File: src/rtl/multi_pulse_gen.sv
// Multi-channel pulse sequencer: NCH timed pulses, a sync strobe and a block window,
// repeating at a programmable period. Shadow timing registers are applied at period boundaries.
module multi_pulse_gen #(
    parameter int NCH = 2,
    parameter int CW  = 32,
    parameter int AW  = 6
) (
    input  logic           clk,
    input  logic           reset,
    input  logic           cfg_we,
    input  logic [AW-1:0]  cfg_addr,
    input  logic [CW-1:0]  cfg_data,
    input  logic           start,
    input  logic           stop,
    output logic [NCH-1:0] pulse,
    output logic           sync,
    output logic           block,
    output logic           busy,
    output logic           done
);

    // IDLE: waiting for start; RUN: sequencing periods
    typedef enum logic {S_IDLE = 1'b0, S_RUN = 1'b1} state_t;

    state_t        r_state;
    state_t        w_state_nxt;

    logic [CW-1:0] r_sh_period, r_sh_sync_w, r_sh_guard, r_sh_repeat;
    logic [CW-1:0] r_sh_delay [NCH];
    logic [CW-1:0] r_sh_width [NCH];

    logic [CW-1:0] r_period, r_sync_w, r_guard, r_repeat, r_end;
    logic [CW-1:0] r_delay [NCH];
    logic [CW-1:0] r_width [NCH];

    logic [CW-1:0] r_cnt, r_idx;
    logic          r_stop_pend;

    logic [NCH-1:0] r_pulse;
    logic           r_sync, r_block, r_done;

    logic [CW-1:0]  w_sh_period;
    logic [CW:0]    w_sh_clip [NCH];
    logic [CW:0]    w_sh_end;
    logic [NCH-1:0] w_pulse;
    logic           w_run, w_per_end, w_finish, w_start_load, w_reload, w_load;

    assign w_run        = (r_state == S_RUN);
    assign w_per_end    = w_run && (r_cnt == r_period - CW'(1));
    assign w_finish     = r_stop_pend || ((r_repeat != '0) && (r_idx == r_repeat - CW'(1)));
    assign w_start_load = (r_state == S_IDLE) && start;
    assign w_reload     = w_per_end && !w_finish;
    assign w_load       = w_start_load || w_reload;

    assign w_sh_period  = (r_sh_period < CW'(2)) ? CW'(2) : r_sh_period;

    for (genvar g = 0; g < NCH; g++) begin : g_ch
        logic [CW:0] w_sh_sum;
        logic [CW:0] w_act_sum;
        assign w_sh_sum     = {1'b0, r_sh_delay[g]} + {1'b0, r_sh_width[g]};
        assign w_sh_clip[g] = (w_sh_sum > {1'b0, w_sh_period}) ? {1'b0, w_sh_period} : w_sh_sum;
        assign w_act_sum    = {1'b0, r_delay[g]} + {1'b0, r_width[g]};
        assign w_pulse[g]   = (r_cnt >= r_delay[g]) && ({1'b0, r_cnt} < w_act_sum);
    end

    // END is taken from the shadow set at the load edge, so it is valid from cnt=0 onward
    always_comb begin
        w_sh_end = '0;
        for (int k = 0; k < NCH; k++) begin
            if ((r_sh_width[k] != '0) && (w_sh_clip[k] > w_sh_end)) begin
                w_sh_end = w_sh_clip[k];
            end
        end
    end

    always_ff @(posedge clk or posedge reset) begin
        if (reset) begin
            r_state <= S_IDLE;
        end else begin
            r_state <= w_state_nxt;
        end
    end

    always_comb begin
        w_state_nxt = r_state;
        case (r_state)
            S_IDLE:  if (start) w_state_nxt = S_RUN;
            S_RUN:   if (w_per_end && w_finish) w_state_nxt = S_IDLE;
            default: w_state_nxt = S_IDLE;
        endcase
    end

    always_comb begin
        busy = (r_state == S_RUN);
    end

    always_ff @(posedge clk or posedge reset) begin
        if (reset) begin
            r_sh_period <= '0;
            r_sh_sync_w <= '0;
            r_sh_guard  <= '0;
            r_sh_repeat <= '0;
            for (int k = 0; k < NCH; k++) begin
                r_sh_delay[k] <= '0;
                r_sh_width[k] <= '0;
            end
        end else if (cfg_we) begin
            if (cfg_addr == AW'(0)) r_sh_period <= cfg_data;
            if (cfg_addr == AW'(1)) r_sh_sync_w <= cfg_data;
            if (cfg_addr == AW'(2)) r_sh_guard  <= cfg_data;
            if (cfg_addr == AW'(3)) r_sh_repeat <= cfg_data;
            for (int k = 0; k < NCH; k++) begin
                if (cfg_addr == AW'(4 + 2 * k)) r_sh_delay[k] <= cfg_data;
                if (cfg_addr == AW'(5 + 2 * k)) r_sh_width[k] <= cfg_data;
            end
        end
    end

    always_ff @(posedge clk or posedge reset) begin
        if (reset) begin
            r_period <= '0;
            r_sync_w <= '0;
            r_guard  <= '0;
            r_repeat <= '0;
            r_end    <= '0;
            for (int k = 0; k < NCH; k++) begin
                r_delay[k] <= '0;
                r_width[k] <= '0;
            end
        end else if (w_load) begin
            r_period <= w_sh_period;
            r_sync_w <= r_sh_sync_w;
            r_guard  <= r_sh_guard;
            r_repeat <= r_sh_repeat;
            r_end    <= w_sh_end[CW-1:0];
            for (int k = 0; k < NCH; k++) begin
                r_delay[k] <= r_sh_delay[k];
                r_width[k] <= r_sh_width[k];
            end
        end
    end

    always_ff @(posedge clk or posedge reset) begin
        if (reset) begin
            r_cnt       <= '0;
            r_idx       <= '0;
            r_stop_pend <= 1'b0;
        end else if (w_start_load) begin
            r_cnt       <= '0;
            r_idx       <= '0;
            r_stop_pend <= 1'b0;
        end else if (w_run) begin
            if (w_per_end) begin
                r_cnt <= '0;
                r_idx <= r_idx + CW'(1);
            end else begin
                r_cnt <= r_cnt + CW'(1);
            end
            if (stop) r_stop_pend <= 1'b1;
        end
    end

    always_ff @(posedge clk or posedge reset) begin
        if (reset) begin
            r_pulse <= '0;
            r_sync  <= 1'b0;
            r_block <= 1'b0;
            r_done  <= 1'b0;
        end else begin
            r_pulse <= w_run ? w_pulse : '0;
            r_sync  <= w_run && (r_cnt < r_sync_w);
            r_block <= w_run && ({2'b0, r_cnt} < ({2'b0, r_end} + {2'b0, r_guard}));
            r_done  <= w_per_end && w_finish;
        end
    end

    assign pulse = r_pulse;
    assign sync  = r_sync;
    assign block = r_block;
    assign done  = r_done;

endmodule

File: config.mk
export PLATFORM = sky130hd
export DESIGN_NAME = multi_pulse_gen
export DESIGN_NICKNAME = d
export VERILOG_FILES = /design/src/rtl/multi_pulse_gen.sv
export SDC_FILE = /design/constraint.sdc
export NUM_CORES = 2
export LEC_CHECK = 0
export CAP_MARGIN = 0
export CELL_PAD_IN_SITES_DETAIL_PLACEMENT = 1
export CELL_PAD_IN_SITES_GLOBAL_PLACEMENT = 1
export CORE_MARGIN = 3
export CORE_UTILIZATION = 46
export CTS_BUF_LIST = sky130_fd_sc_hd__clkbuf_4 sky130_fd_sc_hd__clkbuf_8 sky130_fd_sc_hd__clkbuf_16
export DETAILED_ROUTE_END_ITERATION = 6
export HOLD_SLACK_MARGIN = 0.15
export PLACE_DENSITY_LB_ADDON = 0.15
export SLEW_MARGIN = 10
export SYNTH_ARGS = -nofsm -noshare
export SYNTH_HDL_FRONTEND = slang
export SYNTH_SLANG_ARGS = --single-unit
File: constraint.sdc
create_clock -name clk -period 23.7 [get_ports clk]
set_input_delay 7.11 -clock clk [delete_from_list [all_inputs] [get_ports clk]]
set_output_delay 7.11 -clock clk [all_outputs]
set_load 0.1 [all_outputs]
==> reports/qor.csv <==
metric,value,unit
status,"finished, final reports clean",
fp.dieW,305,um
grt_pass1_wl,201000,um
area_growth,10.6,%
drt_first_iter_violations,2083,
finalPower,0.00480,W
post_cts_buffers,0,
routed_via_density,6.01,
layout.cells.non_filler,5375,
dieHeight,305,um
io_buffers,48,
drt-total-wl,131000,um
rsz0062_at_grt,no,
clockBufferDepth,3,
setup_violations,0,
worst_slew_pin_slew,1.13,ns
synth.avg_cell_area,9.99,um^2
fin_crit_sh,44.0,%
wl_per_cell,24.5,um
synth_edf_count,0,
drcViolationCount,0,
path_class,primary input to async pin,
clk_latency,0.63,ns
gp_congestion,0.905,
cts_tree,done,
setup_tns,0,ns
r2r_slack,14.14,ns
fillers,9673,
cts_max_level,3,
fmax,95.9,MHz
ys_types,82,
placementRows,108,
fin_worst_skew,0.0313,ns
power.static_leakage,21.9,nW
yosysWarnings,0,
gr-usage-met3,3.82,%
synth_top_cell_by_area,dfrtp_1,
yosys.area.top_type_share,37.5,%
synth.net_count,4607,
syn_area,41100,um^2
ctsRootBufferMaster,clkbuf_16,
die_area,92900,um^2
grt_pass1_vias,33800,
startpoint_type,primary input,
nets,4663,
hold_viol_final,0,
slew_headroom,24.8,%
dp_hpwl,100000,um
grt-busiest-layer,met2,
use_met1,39.1,%
gr-usage-all-layers,28.1,%
synth_cells,4110,
cts_sinks,615,
yosys-top-cells-area,"dfrtp_1, ha_1, mux2_2, o21ai_0, xnor2_1",
antenna_found_initial,14,
grt_use_met2,45.4,%
synth_seq_cells,615,
cts_hold_buf,0,
slowest_delay,0.84,ns
crit_required,24.29,ns
antenna_left,0,
path_cells,clkdlybuf4s50_1 -> clkinvlp_4 -> buf_4 -> buf_4 -> buf_4 -> buf_4,
cts_buffers,75,
post_route_cells_drive_above_1_share,16.0,%
gr-total-overflow,0,
core_area,87700,um^2
cp_num_buf_inv,6,
crit_fanout,70,
cp_top_family,buffers and inverters,
vdd_drop_max,0.0000700,V
period_needed,10.43,ns
path_clk_slew,0.06,ns
hold_class,register to register,
crit_top_cell,buf_4,
powerDensity,106,nW/um^2
async_flop_share,100,%
cpMaxStageDelayCell,buf_4,
drt-pass1-iter-count,5,
crit_arrival,11.02,ns
drv_cap,0,
pin_count,49,
ys.flop_type,dfrtp_1,
dp.cells,5244,
yosysSeqAreaShare,37.5,%
ctsResizeCount,0,
start_util,46.8,%
endpoint_kind,async pin,
grt_max_degree,197,
drv_slew,0,
vias,32300,
[per-stage QoR]
stage          hold WS [ns]  setup slack [ns]  instance area [um^2]  util, %
2_1_floorplan         0.444              8.20                 41100        -
3_3_place_gp          0.454             12.47                 42900     48.9
3_5_place_dp          0.465             12.43                 42900     48.9
4_1_cts               0.482             13.10                 45400     51.8
5_1_grt               0.503             12.73                 45400     51.8
6_report              0.479             13.27                 45400     51.8
[path summary, 6_finish.rpt]
kind                                startpoint     endpoint  depth (start not counted)
worst max register to register  r_sh_width[32]    r_end[21]                         31
max in group clk                         start    r_end[31]                          7
min in group asynchronous                reset    r_idx[17]                          3
worst max-delay path                     reset  r_guard[26]                          6
worst min register to register  r_sh_guard[28]  r_guard[28]                          1
worst min-delay path            r_sh_guard[28]  r_guard[28]                          1
[state kept, by name, summed over array words and instances (netlist names), 64 cells and up]
name        flops
r_delay        64
r_sh_width     64
r_width        64
r_sh_delay     64
[cells in the mapped netlist, types with 27 or more instances]
library cell / count
a21oi_1: 232
dfrtp_1: 615
nor2_1: 215
a31oi_1: 34
nand2_1: 288
nand2b_1: 63
clkbuf_1: 66
o21ai_0: 248
ha_1: 449
and3_1: 30
nor4_1: 44
nand3_1: 88
o21ai_1: 41
nor2b_1: 55
nand4_1: 73
o211ai_1: 27
o21a_1: 36
inv_1: 207
nor3_1: 70
a21o_1: 126
o21bai_1: 37
mux2_2: 446
xor2_1: 116
xnor2_1: 135
[report_power, final]
part           total [W]  switching [W]  internal [W]
registers        0.00144       0.000195       0.00124
logic            0.00218        0.00129      0.000896
clock network    0.00118       0.000472      0.000708
[metal layers]
metal | vias to the layer above | wire, um
met3 | 198 | 6020
met5 | - | 0
met2 | 603 | 59700
met1 | 16400 | 61400
met4 | 0 | 4300
li1 | 15100 | -
[cells by family after synthesis]
family                   after synthesis  synth area share, %
AND/OR/NAND/NOR                     1040                 12.7
AO/OA/AOI/OAI                        942                 14.4
flip-flops                           615                 37.5
multiplexers                         471                 12.8
adder cells (fa/ha/maj)              454                 13.9
buffers and inverters                335                 3.29
XOR/XNOR                             251                 5.35
other                                  2               0.0183
[cell usage in the layout, fill, tap and decap left out, types with 44 or more instances in the layout]
cell and instances:
xor2_1 116, nand2_1 286, ha_1 449, nand4_1 73, clkdlybuf4s50_1 48, a21o_1 126, a21oi_1 232, nand2b_1 63
nor4_1 44, buf_4 55, nand3_1 87, xnor2_1 135, mux2_2 446, o21ai_0 248, nor3_1 69, dfrtp_1 615
nor2_1 214, inv_1 206, nor2b_1 55, clkbuf_16 75
[area by class of cell]
class / count / area (um^2) / area share (%)
timing repair buffer: 106 / 953 / 2.10
tap: 1155 / 1450 / 3.18
clock inverter: 23 / 294 / 0.647
clock buffer: 103 / 2190 / 4.82
multi-input combinational: 3160 / 24300 / 53.6
antenna: 5 / 12.5 / 0.0276
inverter: 208 / 785 / 1.73
sequential: 615 / 15400 / 33.9
Power figures use the tool's default switching activity.
